==> config.mk <==
export PLATFORM = sky130hd
export DESIGN_NAME = readpixel
export DESIGN_NICKNAME = d
export VERILOG_FILES = /design/src/rtl/readpixel_pkg.sv /design/src/rtl/readpixel_sync2.sv /design/src/rtl/readpixel.sv
export SDC_FILE = /design/constraint.sdc
export NUM_CORES = 1
export LEC_CHECK = 0
export BUFFER_PORTS_ARGS = -buffer_cell sky130_fd_sc_hd__buf_2
export CAP_MARGIN = 25
export CORE_MARGIN = 3
export CORE_UTILIZATION = 40
export DETAILED_ROUTE_END_ITERATION = 8
export HOLD_SLACK_MARGIN = 0.12
export PLACE_DENSITY = 0.61
export SLEW_MARGIN = 20
export SYNTH_ARGS = -nofsm -noshare
export SYNTH_HDL_FRONTEND = slang
export SYNTH_SLANG_ARGS = --single-unit
==> constraint.sdc <==
create_clock -name CLK -period 3.5 [get_ports CLK]
set_clock_uncertainty 0.1 [all_clocks]
set_input_delay 0.175 -clock CLK [delete_from_list [all_inputs] [get_ports CLK]]
set_output_delay 0.175 -clock CLK [all_outputs]
set_load 0.01 [all_outputs]
==> src/rtl/readpixel_pkg.sv <==
// Shared NeoPixel receive constants, FSM state codes and cycle helpers.
// Imported by the decoder top and its input synchroniser.
package readpixel_pkg;

    localparam int CLK_HZ_DEF      = 12_000_000;
    localparam int T_THRESH_NS_DEF = 600;
    localparam int T_MIN_NS_DEF    = 150;
    localparam int T_MAX_NS_DEF    = 2000;
    localparam int T_LATCH_US_DEF  = 50;

    localparam int CW = 16;
    localparam int PW = 24;

    localparam logic [2:0] S_SYNC = 3'd0;
    localparam logic [2:0] S_IDLE = 3'd1;
    localparam logic [2:0] S_HIGH = 3'd2;
    localparam logic [2:0] S_LOW  = 3'd3;
    localparam logic [2:0] S_DONE = 3'd4;
    localparam logic [2:0] S_FWD  = 3'd5;

    // Whole-MHz clock times nanoseconds, truncated to cycles.
    function automatic logic [CW-1:0] ns_to_cyc(input int clk_hz, input int ns);
        return CW'((clk_hz / 1_000_000) * ns / 1000);
    endfunction

    function automatic logic [CW-1:0] sat_inc(input logic [CW-1:0] v);
        return (&v) ? v : v + CW'(1);
    endfunction

endpackage

==> src/rtl/readpixel_sync2.sv <==
// Two-flop synchroniser for an asynchronous pin plus edge detect.
// rise/fall compare the synchronised level against its registered copy.
module readpixel_sync2 (
    input  logic CLK,
    input  logic RST,
    input  logic d_in,
    output logic d_s,
    output logic rise,
    output logic fall
);

    logic meta;
    logic d_s_q;

    // Metastability chain and one-cycle history for edge detection
    always_ff @(posedge CLK or posedge RST) begin
        if (RST) begin
            meta  <= 1'b0;
            d_s   <= 1'b0;
            d_s_q <= 1'b0;
        end else begin
            meta  <= d_in;
            d_s   <= meta;
            d_s_q <= d_s;
        end
    end

    assign rise = d_s & ~d_s_q;
    assign fall = ~d_s & d_s_q;

endmodule

==> src/rtl/readpixel.sv <==
// WS2812 receive-side decoder: captures the first GRB word after a latch
// and forwards the rest of the frame on d_out, like a real pixel.
module readpixel
    import readpixel_pkg::*;
#(
    parameter int CLK_HZ      = CLK_HZ_DEF,
    parameter int T_THRESH_NS = T_THRESH_NS_DEF,
    parameter int T_MIN_NS    = T_MIN_NS_DEF,
    parameter int T_MAX_NS    = T_MAX_NS_DEF,
    parameter int T_LATCH_US  = T_LATCH_US_DEF
) (
    input  logic          CLK,
    input  logic          RST,
    input  logic          d_in,
    output logic          d_out,
    output logic [PW-1:0] pixel_data,
    output logic          pixel_valid,
    input  logic          pixel_ready,
    output logic          latch,
    output logic          frame_err,
    output logic          overrun
);

    localparam logic [CW-1:0] THRESH = ns_to_cyc(CLK_HZ, T_THRESH_NS);
    localparam logic [CW-1:0] MIN    = ns_to_cyc(CLK_HZ, T_MIN_NS);
    localparam logic [CW-1:0] MAX    = ns_to_cyc(CLK_HZ, T_MAX_NS);
    localparam logic [CW-1:0] LATCH  = ns_to_cyc(CLK_HZ, T_LATCH_US * 1000);

    logic          d_s;
    logic          rise;
    logic          fall;
    logic [CW-1:0] hcnt;
    logic [CW-1:0] lcnt;
    logic [2:0]    state;
    logic [4:0]    bit_cnt;
    logic [PW-1:0] sr;
    logic          lat_hit;
    logic          too_long;

    readpixel_sync2 u_sync (
        .CLK  (CLK),
        .RST  (RST),
        .d_in (d_in),
        .d_s  (d_s),
        .rise (rise),
        .fall (fall)
    );

    // A latch only counts while the line is still low; an edge restarts it.
    assign lat_hit  = !d_s && (lcnt == LATCH);
    assign too_long = hcnt > MAX;

    // Saturating high/low run-length counters; hcnt counts high cycles after the rising edge
    always_ff @(posedge CLK or posedge RST) begin
        if (RST) begin
            hcnt <= '0;
            lcnt <= '0;
        end else begin
            if (rise)
                hcnt <= '0;
            else if (d_s)
                hcnt <= sat_inc(hcnt);
            if (fall)
                lcnt <= '0;
            else if (!d_s)
                lcnt <= sat_inc(lcnt);
        end
    end

    // Bit classifier, word assembly, handshake and forwarding FSM
    always_ff @(posedge CLK or posedge RST) begin
        if (RST) begin
            state       <= S_SYNC;
            bit_cnt     <= '0;
            sr          <= '0;
            pixel_data  <= '0;
            pixel_valid <= 1'b0;
            overrun     <= 1'b0;
            latch       <= 1'b0;
            frame_err   <= 1'b0;
            d_out       <= 1'b0;
        end else begin
            latch     <= 1'b0;
            frame_err <= 1'b0;
            d_out     <= (state == S_FWD) && !lat_hit && d_s;
            if (pixel_valid && pixel_ready)
                pixel_valid <= 1'b0;
            unique case (state)
                S_SYNC: begin
                    if (lat_hit)
                        state <= S_IDLE;
                end
                S_IDLE: begin
                    bit_cnt <= '0;
                    if (lat_hit)
                        latch <= 1'b1;
                    else if (rise)
                        state <= S_HIGH;
                end
                S_HIGH: begin
                    if (fall) begin
                        if (hcnt < MIN) begin
                            state <= (bit_cnt == 5'd0) ? S_IDLE : S_LOW;
                        end else if (too_long) begin
                            frame_err <= 1'b1;
                            state     <= S_SYNC;
                        end else begin
                            sr      <= {sr[PW-2:0], hcnt >= THRESH};
                            bit_cnt <= bit_cnt + 5'd1;
                            state   <= (bit_cnt == 5'd23) ? S_DONE : S_LOW;
                        end
                    end else if (too_long) begin
                        frame_err <= 1'b1;
                        state     <= S_SYNC;
                    end
                end
                S_LOW: begin
                    if (rise) begin
                        state <= S_HIGH;
                    end else if (lat_hit) begin
                        latch     <= 1'b1;
                        frame_err <= 1'b1;
                        state     <= S_IDLE;
                    end
                end
                S_DONE: begin
                    pixel_data  <= sr;
                    pixel_valid <= 1'b1;
                    if (pixel_valid && !pixel_ready)
                        overrun <= 1'b1;
                    state <= S_FWD;
                end
                S_FWD: begin
                    if (lat_hit) begin
                        latch <= 1'b1;
                        state <= S_IDLE;
                    end
                end
                default: state <= S_SYNC;
            endcase
        end
    end

endmodule

==> flow_metrics.tcl <==
set metrics [dict create \
    fmax_ghz 0.3834 \
    post-cts-setup-buffer-count 0 \
    power_density_mw_per_mm2 391.4 \
    setup_tns_ns 0 \
    multi_input_area_mm2 0.001897 \
    finalNetCount 433 \
    power_frac_comb 0.049 \
    antenna_found_initial 0 \
    ys_types 53 \
    min_period_over_period 0.7453 \
    ant_nets 0 \
    vdd_drop_max_uv 253.7 \
    seq_power_share 0.584 \
    fill_cells 1006 \
    critPathMaxFanout 21 \
    tightest_slew_ns 0.8070 \
    worst-r2r-setup-slack_ns 0.89 \
    critPathKind "reg -> reg" \
    cts_tree "done" \
    finalPower_mw 1.954 \
    dr.pass1.iters 5 \
    insertion_delay_ns 0.36 \
    routabilityCongestion 0.8041 \
    grt_max_degree 49 \
    dp_hpwl_um 5895 \
    crit_path_start "u_sync.d_s$_DFF_PP0_" \
    placed_cell_area_mm2 0.004765 \
    crit_path_end "sr[15]$_DFFE_PP0P_" \
    synth_edf_count 0 \
    avgSynthCellArea_um2 11.55 \
    synthTopCellsByArea "dfrtp_1, mux2_1, mux2_2, nand2_1, nor2_1" \
    syn_inst 384 \
    status "complete, no violations" \
    cts_made_buffers 9 \
    avgRoutedWirePerCell_um 15.07 \
    hold_class "reg -> reg" \
    slew_headroom 0.4609 \
    grt_overflow 0 \
    via_count 3042 \
    synth-main-ff-cell "dfrtp_1" \
    final_cell_area_mm2 0.004994 \
    rsz0062_at_grt "false" \
    slew_violations 0 \
    regArea_mm2 0.002402 \
    grt_pass1_wl_um 15090 \
    cts-root-buf "clkbuf_8" \
    r2r_start "u_sync.d_s$_DFF_PP0_" \
    drive_above_1_share 0.2084 \
    start_util 0.4201 \
    via_per_inst 5.403 \
    die_x_um 111.3 \
    coreArea_mm2 0.01056 \
    max_cap_viol_count 0 \
    clockBufferDepth 2 \
    rr_endpoint "sr[15]$_DFFE_PP0P_" \
    timing.critical_path.from_type "flop" \
    end_kind "flop" \
    dieHeight_um 111.3 \
    io_buffers 32 \
    p_int_mw 1.466 \
    setup_viol 0 \
    yosys_warnings 0 \
    period_minus_slack_ns 2.609 \
    drc 0 \
    p_sw_uw 488.2 \
    clockPowerShare 0.366 \
    wl_um 8486 \
    dp.cells 544 \
    crit_arrival_ns 2.76 \
    drt-initial-drc-count 178 \
    r2r_cells 5 \
    dieArea_mm2 0.01239 \
    ys_ff_latch 96 \
    area_growth_pct 12.61 \
    yosys.area.top_type "dfrtp_1" \
    track_usage 0.1463 \
    fp-row-count 37 \
    hold_violations 0 \
    swShare 0.2498 \
    yosysSeqAreaShare 0.5418 \
    ctsHoldBuffers 3 \
    cts_htree_levels 3 \
    antenna_cells 0 \
    clkTransAtPathRegs_ns 0.10 \
    required_ns 3.65 \
    grt_pass1_vias 3051 \
    p_leak_nw 2.423 \
    clock-sinks 96 \
    synth_fp_nets 395 \
    io_pins 33 \
    synthArstFlopShare 1.000 \
    final_cells 563 \
    ctsResizeCount 0 \
    synth_top_area_share 0.5418 \
    synth_area_mm2 0.004434 \
]
-- power groups by stage --
stage | logic (mW) | registers [mW] | clock network (mW)
after detailed placement | 0.0959 | 1.16 | 0
after CTS | 0.0986 | 1.14 | 0.748
after global placement | 0.0895 | 1.16 | 0
final | 0.0964 | 1.14 | 0.716
after floorplan | 0.0808 | 1.15 | 0
after global routing | 0.111 | 1.14 | 0.788
-- synth_stat cells (4+ instances only) --
library cell and number:
clkbuf_1 4, mux2_1 26, nor4_1 5, nor2_1 24, or3_1 6, xnor2_1 8
nand4_1 10, nand2_1 26, o21ai_0 12, nand2b_1 4, nand3_1 12, ha_1 7
buf_2 8, a21o_1 4, a21oi_1 9, o31ai_1 5, mux2_2 22, a211oi_1 4
inv_1 16, dfrtp_1 96, a31oi_1 6, nor3_1 9, and3_1 7
-- flip-flops by register name (all words and copies together) (netlist names), 3 cells and up --
name        count
pixel_data     24
bit_cnt         5
hcnt           16
sr             24
state           3
lcnt           16
-- per-layer routing --
| layer | routed length [um] | track usage | up-vias | share of wire |
|---|---|---|---|---|
| met5 | 0 | 0 | - | 0 |
| met4 | 85 | 0.03650 | 0 | 0.010 |
| met3 | 271 | 0.03876 | 8 | 0.032 |
| met2 | 3990 | 0.2260 | 36 | 0.47 |
| met1 | 4138 | 0.2059 | 1520 | 0.49 |
| li1 | - | - | 1478 | - |
-- per-stage QoR --
step	hold WS (ns)	utilization	setup slack (ns)
2_1_floorplan	0.1064	-	0.7196
3_3_place_gp	0.1909	0.4488	0.9840
3_5_place_dp	0.1703	0.4514	0.9055
4_1_cts	0.2783	0.4731	0.8829
5_1_grt	0.2812	0.4731	0.6939
6_report	0.2712	0.4731	0.8914
-- worst min path at each step --
stage | startpoint | endpoint | slack [ns] | cells past startpoint
after CTS | u_sync.meta$_DFF_PP0_ | u_sync.d_s$_DFF_PP0_ | 0.28 | 0
after floorplan | d_in | u_sync.meta$_DFF_PP0_ | 0.11 | 0
after detailed placement | RST | pixel_data[5]$_DFFE_PP0P_ | 0.17 | 2
final | u_sync.meta$_DFF_PP0_ | u_sync.d_s$_DFF_PP0_ | 0.27 | 0
after global routing | u_sync.meta$_DFF_PP0_ | u_sync.d_s$_DFF_PP0_ | 0.28 | 0
after global placement | d_in | u_sync.meta$_DFF_PP0_ | 0.19 | 1
-- cells in the final DEF, fill, tap and decap left out, types with 6 or more instances in the layout --
cell type  count
a21oi_1        9
a31oi_1        6
and3_1         7
buf_2         32
buf_4          6
clkbuf_8      11
dfrtp_1       96
ha_1           7
inv_1         15
mux2_1        26
mux2_2        22
nand2_1       26
nand3_1       12
nand4_1       10
nor2_1        23
nor3_1         9
o21ai_0       12
or3_1          6
xnor2_1        8
-- critical path, stage by stage, from the launching register on --
cell,delay [ns]
dfrtp_1,0.51
nand2b_1,0.40
nor4_4,0.38
nand3_2,0.42
buf_4,0.36
mux2_1,0.32
-- cell type report --
| type | count | share of cell area |
|---|---|---|
| timing repair buffer | 42 | 0.05262 |
| clock buffer | 11 | 0.03032 |
| clock inverter | 5 | 0.009521 |
| multi-input combinational | 257 | 0.3799 |
| sequential | 96 | 0.4811 |
| inverter | 16 | 0.01253 |
| tap | 136 | 0.03408 |
-- cells by family (layout without fill, tap and decap cells) --
family	count (synthesis)	in the layout	share of synthesized area
AOI/OAI and AO/OA	63	63	0.1002
xor gates and xnor gates	11	11	0.02173
adders and majority gates	7	7	0.01975
buffers and inverters	31	74	0.03104
DFF	96	96	0.5418
muxes	49	49	0.1242
and+or+nand+nor	127	127	0.1614
Power figures use the tool's default switching activity.
